File: src/rtl/adder_sum_accumulator_if.sv
// Sum-stream input and block-total output bundle for adder_sum_accumulator.
// master drives samples and consumes totals; slave is the accumulator itself.
interface adder_sum_accumulator_if #(
  parameter int SUM_W = 9,
  parameter int ACC_W = 16
);
  logic             in_valid;
  logic [SUM_W-1:0] in_sum;
  logic             clear;
  logic             out_valid;
  logic             out_ready;
  logic [ACC_W-1:0] out_total;
  logic             overrun;

  modport master (
    output in_valid, in_sum, clear, out_ready,
    input  out_valid, out_total, overrun
  );

  modport slave (
    input  in_valid, in_sum, clear, out_ready,
    output out_valid, out_total, overrun
  );
endinterface

File: src/rtl/adder_sum_accumulator.sv
// Sums COUNT valid adder results per block and offers each block total on a
// valid/ready port; a total that finds the output still occupied sets overrun.
module adder_sum_accumulator #(
  parameter int SUM_W = 9,
  parameter int COUNT = 8,
  parameter int ACC_W = 16
) (
  input  logic                    clk,
  input  logic                    rst,
  adder_sum_accumulator_if.slave  bus
);
  localparam int CNT_W = $clog2(COUNT);
  localparam logic [CNT_W-1:0] LAST = CNT_W'(COUNT - 1);

  logic [ACC_W-1:0] acc_q, acc_d;
  logic [CNT_W-1:0] cnt_q, cnt_d;
  logic [ACC_W-1:0] out_total_q, out_total_d;
  logic             out_valid_q, out_valid_d;
  logic             overrun_q, overrun_d;

  logic             take;
  logic             complete;
  logic             handshake;
  logic [ACC_W-1:0] next_total;

  assign take       = bus.in_valid && !bus.clear;
  assign complete   = take && (cnt_q == LAST);
  assign handshake  = out_valid_q && bus.out_ready;
  assign next_total = acc_q + ACC_W'(bus.in_sum);

  always_comb begin
    acc_d       = acc_q;
    cnt_d       = cnt_q;
    out_total_d = out_total_q;
    out_valid_d = out_valid_q;
    overrun_d   = overrun_q;

    // clear suppresses the sample, so it can never coincide with a completion
    if (bus.clear) begin
      acc_d = '0;
      cnt_d = '0;
    end else if (complete) begin
      acc_d = '0;
      cnt_d = '0;
    end else if (take) begin
      acc_d = next_total;
      cnt_d = cnt_q + CNT_W'(1);
    end

    if (complete) begin
      if (!out_valid_q || handshake) begin
        out_total_d = next_total;
        out_valid_d = 1'b1;
      end else begin
        overrun_d = 1'b1;
      end
    end else if (handshake) begin
      out_valid_d = 1'b0;
    end

    if (bus.clear) begin
      overrun_d = 1'b0;
    end
  end

  always_ff @(posedge clk or posedge rst) begin
    if (rst) begin
      acc_q       <= '0;
      cnt_q       <= '0;
      out_total_q <= '0;
      out_valid_q <= 1'b0;
      overrun_q   <= 1'b0;
    end else begin
      acc_q       <= acc_d;
      cnt_q       <= cnt_d;
      out_total_q <= out_total_d;
      out_valid_q <= out_valid_d;
      overrun_q   <= overrun_d;
    end
  end

  assign bus.out_valid = out_valid_q;
  assign bus.out_total = out_total_q;
  assign bus.overrun   = overrun_q;
endmodule

File: src/flat_wrapper.sv
// flat-port wrapper written by rule: the top's interface ports become plain ports
module adder_sum_accumulator_flat 
#(
  parameter int SUM_W = 9,
  parameter int COUNT = 8,
  parameter int ACC_W = 16
)
  (clk, rst, bus_in_valid, bus_in_sum, bus_clear, bus_out_ready, bus_out_valid, bus_out_total, bus_overrun);
  adder_sum_accumulator_if #(.SUM_W(SUM_W), .ACC_W(ACC_W)) bus_i ();
  input  logic clk;
  input  logic rst;
  input wire logic [$bits(bus_i.in_valid)-1:0] bus_in_valid;
  input wire logic [$bits(bus_i.in_sum)-1:0] bus_in_sum;
  input wire logic [$bits(bus_i.clear)-1:0] bus_clear;
  input wire logic [$bits(bus_i.out_ready)-1:0] bus_out_ready;
  output wire logic [$bits(bus_i.out_valid)-1:0] bus_out_valid;
  output wire logic [$bits(bus_i.out_total)-1:0] bus_out_total;
  output wire logic [$bits(bus_i.overrun)-1:0] bus_overrun;
  assign bus_i.in_valid = bus_in_valid;
  assign bus_i.in_sum = bus_in_sum;
  assign bus_i.clear = bus_clear;
  assign bus_i.out_ready = bus_out_ready;
  assign bus_out_valid = bus_i.out_valid;
  assign bus_out_total = bus_i.out_total;
  assign bus_overrun = bus_i.overrun;
  adder_sum_accumulator #(.SUM_W(SUM_W), .COUNT(COUNT), .ACC_W(ACC_W)) u_core (.clk(clk), .rst(rst), .bus(bus_i));
endmodule
File: config.mk
export PLATFORM = sky130hd
export DESIGN_NAME = adder_sum_accumulator_flat
export DESIGN_NICKNAME = d
export VERILOG_FILES = /design/src/rtl/adder_sum_accumulator_if.sv /design/src/rtl/adder_sum_accumulator.sv /design/src/flat_wrapper.sv
export SDC_FILE = /design/constraint.sdc
export NUM_CORES = 1
export LEC_CHECK = 0
export ABC_AREA = 1
export CORE_ASPECT_RATIO = 1.25
export CORE_MARGIN = 2
export CORE_UTILIZATION = 40
export DETAILED_ROUTE_END_ITERATION = 8
export GPL_ROUTABILITY_DRIVEN = 0
export PLACE_DENSITY = 0.74
export SYNTH_ARGS = -nofsm -noshare
export SYNTH_HDL_FRONTEND = slang
export SYNTH_SLANG_ARGS = --single-unit
File: constraint.sdc
create_clock -name clk -period 2.2 [get_ports clk]
set_input_delay 0.55 -clock clk [delete_from_list [all_inputs] [get_ports clk]]
set_output_delay 0.55 -clock clk [all_outputs]
set_load 0.01 [all_outputs]
After elaboration in Yosys (flattened, before gate mapping)

Cells that the tools add are included.

Input bits: 14
Memories: 0
Memory bits (writable): 0
Register bits after elaboration: 37
Memory bits (read-only): 0
Output and inout port bits: 18
Word-level logic and storage cells: 34
Latch bits: 0

Shift operators: 0
Multipliers: 0
Bitwise operators: 0
Add/subtract/negate cells: 2
Divide/modulo/power cells: 0
$lt $le $gt $ge: 0
Muxes and demuxes: 12
Reductions and logical operators: 12
Equal/unequal tests: 3

Operator list:

| cell                  | number |
|---|---|
| $mux W16              | 3 |
| $add A16 B9 Y16       | 1 |
| $mux W3               | 3 |
| $mux W1               | 6 |
| $reduce_and A2 Y1     | 3 |
| $ne A2 B2 Y1 const B  | 2 |
| $reduce_bool A2 Y1    | 2 |
| $add A3 B1 Y3 const B | 1 |
| $eq A3 B3 Y1 const B  | 1 |
| $logic_and A1 B1 Y1   | 3 |
| $reduce_bool A3 Y1    | 1 |
| $logic_not A1 Y1      | 2 |
| $logic_or A1 B1 Y1    | 1 |

Logic depth before layout (Yosys ltp)

Gate-level depths: netlist of run 1.

Depth in word-level cells: 5
Gate-level depth with buffers: 11
Depth with buffers taken out: 11

Least setup slack after synthesis of run 1

No wires, ideal clock.

Path kind: input port to flip-flop
Start point: input bus_in_sum[0]
End point: register u_core.out_total_q[8], in the netlist u_core.bus.out_total[8]
Buffers on the path: 0
Data required time: 2.135 ns
Path slack: 0.368 ns
Cell stages on the path: 8
Library setup time: 0.065 ns
Data arrival time: 1.767 ns
Path through: ha_1 > fa_1 > nand3_1 > nand2_1 > a21oi_1 > xor2_1 > nand2_1 > nand2_1

Word-level cells in the longest chain between the ends: 1

RTL lines:

| what                 | RTL line                    | source |
|---|---|---|
| from (decl)          | flat_wrapper.sv:13          | `input wire logic [$bits(bus_i.in_sum)-1:0] bus_in_sum;` |
| $add A16 B9 Y16      | adder_sum_accumulator.sv:29 | `assign next_total = acc_q + ACC_W'(bus.in_sum);` |
| to (signal assigned) | adder_sum_accumulator.sv:76 | `out_total_q <= out_total_d;` |
| to (decl)            | adder_sum_accumulator.sv:17 | `logic [ACC_W-1:0] out_total_q, out_total_d;` |

No other way between the ends.
A chain may end at the register's enable or synchronous reset.

Worst setup path after layout of run 1

Start point: input bus_in_sum[0]
End point: register u_core.acc_q[6]

Word-level cells in the longest chain between the ends: 4

RTL lines:

| what                 | RTL line                    | source |
|---|---|---|
| $add A16 B9 Y16      | adder_sum_accumulator.sv:29 |  |
| $mux W16             | adder_sum_accumulator.sv:45 | `end else if (take) begin` |
| $mux W16             | adder_sum_accumulator.sv:42 | `end else if (complete) begin` |
| $mux W16             | adder_sum_accumulator.sv:39 | `if (bus.clear) begin` |
| to (signal assigned) | adder_sum_accumulator.sv:68 | `acc_q <= '0;` |
| to (signal assigned) | adder_sum_accumulator.sv:74 | `acc_q <= acc_d;` |
| to (decl)            | adder_sum_accumulator.sv:15 | `logic [ACC_W-1:0] acc_q, acc_d;` |

No other way between the ends. The select of a mux whose other input is x is not followed.

==> flow_metrics.py, run 1 <==
metrics = {
    "sta": {
        "slew_violations": 0,
        "hold_violations": 0,
        "max_freq_mhz": 498,
        "period_needed_ps": 2010,
        "rsz0062_at_grt": "no",
        "worstMarginPinSlew_ps": 486,
        "skew_ps": 8.36,
        "post-route-period-util_pct": 91.3,
        "timing.final.ws_setup_ps": 190,
        "relSlewSlack_pct": 67.6,
        "setup_viol": 0,
    },
    "die": {
        "num_rows": 30,
        "die_y_um": 86.7,
        "die_w_um": 70.2,
        "num_io_pins": 32,
        "core-area_um2": 5370,
        "die-area_um2": 6090,
        "start_util_pct": 40.8,
    },
    "critical_path": {
        "path_class": "input pin to flop",
        "crit_fanout": 3,
        "cp.required_ps": 2440,
        "crit_arrival_ps": 2250,
        "endpoint_kind": "flop",
        "cp-start-kind": "input pin",
    },
    "final_layout": {
        "multi_input_area_um2": 1070,
        "nFillCells": 516,
        "final_common_cell": "nand2_1",
        "layout_common_cells": "nand2_1, inv_1, dfrtp_1",
        "antenna_cells": 0,
        "final_nets": 358,
        "syn_to_final_growth_pct": 23.2,
        "fin_area_um2": 2700,
        "layout-drive-gt1-share_pct": 11.7,
        "regArea_um2": 926,
    },
    "detailed_routing": {
        "wl_per_cell_um": 12.2,
        "ant_nets": 0,
        "vias": 1903,
        "drt-pass1-iter-count": 4,
        "via_per_inst": 4.79,
        "wl_um": 4840,
        "drt_iter0_drc": 50,
        "drcViolationCount": 0,
    },
    "logic_synthesis": {
        "ys_ff_latch": 37,
        "syn_avg_cell_area_um2": 7.58,
        "yosys_warnings": 0,
        "synthTopCellsByArea": "dfrtp_1, nand2_1, nand3_1",
        "synth_edf_count": 0,
        "postSynth.asyncResetShare_pct": 100,
        "synth_cell_types": 27,
        "syn_inst": 289,
        "yosys.area.top_type": "dfrtp_1",
        "yosysTopAreaCellShare_pct": 42.3,
        "syn_area_um2": 2190,
        "yosysSeqAreaShare_pct": 42.3,
        "synthesis.nets": 315,
        "yosys_most_used_dff": "dfrtp_1",
    },
    "global_route": {
        "grt_use_total_pct": 17.7,
        "grt_pass1_wl_um": 8650,
        "grt_max_degree": 38,
        "grt_overflow": 0,
        "antenna_found_initial": 0,
        "grt_pass1_vias": 1984,
    },
    "power_and_ir_drop": {
        "power.density_nw_per_um2": 629,
        "vdd_drop_max_v": 0.000451,
        "p_leak_nw": 1.49,
    },
    "clock_tree": {
        "postCtsSetupBuffers": 0,
        "clkLatencyLatePin_ps": 300,
        "cts_buffer_depth": 2,
        "root_buffer": "clkbuf_8",
        "cts.sinks": 37,
        "cts_tree": "done",
        "htreeDepth": 2,
        "clk_pin_slew_worst_paths_ps": 80,
        "cts_inserted_buffers": 5,
    },
    "hold_path": {
        "hold_path.class": "flop to flop",
    },
    "outcome": {
        "status": "completed",
    },
    "job": {
        "cap_violations": 0,
    },
    "placed_design": {
        "pre_cts_slack_ps": -190,
        "port-buffer-count": 31,
        "dpl_cell_area_um2": 2610,
        "hpwl_um": 3580,
    },
}
==> state kept, by name, indices dropped and copies added (netlist names) <==
signal	count
u_core.bus.out_total	16
u_core.acc_q	16
u_core.bus.out_valid	1
u_core.bus.overrun	1
u_core.cnt_q	3
==> worst paths after layout <==
check,from,to,slack (ps),cells past startpoint
worst max-delay path,bus_in_sum[0],u_core.acc_q[6],190,10
worst min-delay path,u_core.bus.out_total[7],u_core.bus.out_total[7],480,2
worst max register to register,u_core.acc_q[0],u_core.acc_q[6],480,9
worst min register to register,u_core.bus.out_total[7],u_core.bus.out_total[7],480,2
max in group asynchronous,rst,u_core.acc_q[3],1190,3
min in group asynchronous,rst,u_core.cnt_q[2],660,3
==> power by group <==
group	switching, W	internal, W
Clock	0.000265	0.000219
Sequential	0.0000375	0.000726
Combinational	0.000262	0.000188
Total	0.000565	0.00113
==> worst max-delay path: stages <==
cell,delay [ps]
clkdlybuf4s50_1,400
ha_1,230
fa_2,380
nand2_1,70
nand2_1,50
nand3b_1,70
nand2_1,100
xor2_1,240
nand2_1,80
nand2_1,60
==> timing repair <==
action                     4_1_cts  5_1_grt
setup endpoints to repair        0        6
hold buffers                     0        0
resized for setup                0        1
==> metrics by stage <==
step / power [W] / setup TNS, ps / hold WS (ps) / instances / util [%]
final: 0.00170 / 0 / 478 / 397 / 50.3
after global routing: 0.00181 / 0 / 503 / 397 / 50.3
after CTS: 0.00171 / 0 / 486 / 397 / 50.2
after detailed placement: 0.00122 / -2580 / 466 / 389 / 48.6
after global placement: 0.00121 / -1770 / 468 / 389 / 48.6
after floorplan: 0.00107 / 0 / 457 / 289 / -
==> cells in the mapped netlist (3+ instances only) <==
library cell  instances
nand2_1             108
dfrtp_1              37
inv_1                37
nand3_1              28
nand2_2              12
ha_1                 11
nor2_1                8
o21ai_0               8
a21oi_1               7
xor2_1                6
buf_2                 3
nand3b_1              3
o21ai_1               3
==> logic make-up after synthesis <==
kind of cell	count (synthesis)	share of synthesized area, %
and+or+nand+nor	168	33.5
adders and majority gates	12	7.20
AOI/OAI and AO/OA	21	5.26
xor gates and xnor gates	7	2.80
buffers and inverters	44	8.91
DFF	37	42.3
==> area by class of cell <==
cell class                      instances  area share (%)
Clock buffer                            5            2.55
Clock inverter                          3           0.649
Inverter                               39            5.52
Multi-Input combinational cell        208            39.7
Sequential cell                        37            34.3
Tap cell                               64            2.97
Timing Repair Buffer                   41            14.3
==> layer usage <==
layer,vias up,global-route usage (%),wire length [um]
li1,984,-,-
met1,875,21.0,2210
met2,37,31.8,2390
met3,7,3.72,196
met4,0,6.47,54
met5,-,0,0
Power figures use the tool's default switching activity.
==> inputs of run 2 (changes only) <==
- CORE_MARGIN: 2 -> not set
- SLEW_MARGIN: not set -> 10
==> flow_metrics.py, run 2 (synthesis results as in run 1) <==
metrics = {
    "outcome": {
        "status": "completed",
    },
    "sta": {
        "period_needed_ps": 2050,
        "relSlewSlack_pct": 67.9,
        "skew_ps": 8.97,
        "rsz0062_at_grt": "no",
        "finalSetupTns_ps": 0,
        "setup_viol": 0,
        "worstMarginPinSlew_ps": 482,
        "post-route-period-util_pct": 93.1,
        "max_freq_mhz": 488,
        "slew_violations": 0,
        "hold_violations": 0,
    },
    "detailed_routing": {
        "drcViolationCount": 0,
        "wl_um": 4750,
        "drt_iter0_drc": 60,
        "wl_per_cell_um": 12.0,
        "via_per_inst": 4.77,
        "vias": 1889,
        "ant_nets": 0,
        "drt-pass1-iter-count": 4,
    },
    "final_layout": {
        "layout_common_cells": "nand2_1, inv_1, dfrtp_1",
        "final_common_cell": "nand2_1",
        "nFillCells": 497,
        "final_nets": 359,
        "fin_area_um2": 2730,
        "layout-drive-gt1-share_pct": 11.4,
        "syn_to_final_growth_pct": 24.7,
        "antenna_cells": 0,
    },
    "critical_path": {
        "reg2reg_depth": 9,
        "cp.required_ps": 2440,
        "crit_fanout": 3,
        "r2r_setup_slack_ps": 430,
        "endpoint_kind": "flop",
        "startpoint": "bus_in_sum[0]",
        "cp-start-kind": "input pin",
        "r2r-start": "u_core.acc_q[0]",
        "crit_arrival_ps": 2290,
        "path_class": "input pin to flop",
        "critical_path.endpoint": "u_core.acc_q[6]",
        "r2r-end": "u_core.acc_q[6]",
    },
    "die": {
        "core-area_um2": 5190,
        "die-area_um2": 5780,
        "start_util_pct": 42.2,
        "num_io_pins": 32,
        "die_y_um": 84.7,
        "die_w_um": 68.2,
        "num_rows": 29,
    },
    "hold_path": {
        "hold_path.class": "flop to flop",
    },
    "clock_tree": {
        "cts_inserted_buffers": 5,
        "cts_resized": 0,
        "cts_tree": "done",
        "cts_buffer_depth": 2,
        "clk_pin_slew_worst_paths_ps": 80,
        "root_buffer": "clkbuf_8",
        "clkLatencyLatePin_ps": 300,
        "ctsHoldBuffers": 0,
        "cts.sinks": 37,
        "postCtsSetupBuffers": 0,
        "htreeDepth": 2,
    },
    "global_route": {
        "grt_overflow": 0,
        "grt_use_total_pct": 19.5,
        "antenna_found_initial": 0,
        "grt_pass1_wl_um": 8310,
        "grt_max_degree": 38,
        "grt_pass1_vias": 1891,
    },
    "placed_design": {
        "dpl_cell_area_um2": 2610,
        "port-buffer-count": 31,
        "hpwl_um": 3600,
    },
    "power_and_ir_drop": {
        "power.density_nw_per_um2": 671,
        "p_leak_nw": 1.51,
        "power_w": 0.00183,
        "vdd_drop_max_v": 0.000431,
    },
    "job": {
        "cap_violations": 0,
    },
}
-- run 2: area by class of cell --
type / count / area [um2] / area share (%)
clock buffers: 7 / 86.3 / 3.16
clock inverters: 1 / 30.0 / 1.10
inverters: 39 / 149 / 5.45
multi-input cells: 208 / 1070 / 39.1
flip-flops and latches: 37 / 926 / 33.9
well taps: 62 / 77.6 / 2.84
repair buffers: 42 / 393 / 14.4
-- run 2: worst min-delay path by stage --
stage / start / end / slack, ps / cells past startpoint
floorplan: u_core.acc_q[0] / u_core.acc_q[0] / 460 / 2
global placement: u_core.bus.out_total[11] / u_core.bus.out_total[11] / 470 / 2
detailed placement: u_core.bus.out_total[13] / u_core.bus.out_total[13] / 470 / 2
CTS: u_core.bus.out_total[11] / u_core.bus.out_total[11] / 490 / 2
global route: u_core.bus.out_total[6] / u_core.bus.out_total[6] / 510 / 2
finish: u_core.bus.out_total[11] / u_core.bus.out_total[11] / 480 / 2
-- run 2: routing by layer --
metal	routed length (um)	vias up	part of all wire [%]	track usage, %
li1	-	986	-	-
met1	2090	851	44	23.1
met2	2380	41	50	32.9
met3	172	11	3.6	3.80
met4	108	0	2.3	8.90
met5	0	-	0	0
-- run 2: metrics by stage --
| step | setup slack (ps) | util (%) | hold slack [ps] | cells |
|---|---|---|---|---|
| CTS | 128 | 52.6 | 490 | 396 |
| detailed placement | -143 | 50.4 | 469 | 388 |
| global route | 7.17 | 52.6 | 512 | 396 |
| floorplan | 368 | - | 457 | 289 |
| finish | 152 | 52.6 | 482 | 396 |
| global placement | -137 | 50.4 | 466 | 388 |
-- run 2: worst max-delay path: stages --
cell             delay, ps
clkdlybuf4s50_1        400
ha_1                   220
fa_1                   420
nand2_1                 80
nand2_1                 50
nand3b_1                70
nand2_1                100
xor2_1                 240
nand2_1                 90
nand2_1                 60
-- run 2: where the power goes --
group          internal, W  switching, W
Sequential        0.000726     0.0000360
Clock             0.000370      0.000255
Combinational     0.000187      0.000257
==> inputs of run 3 (changes only) <==
- CAP_MARGIN: not set -> 30
==> results of run 3 <==
Same layout as run 2: the final DEF is identical, and so are final timing and power.
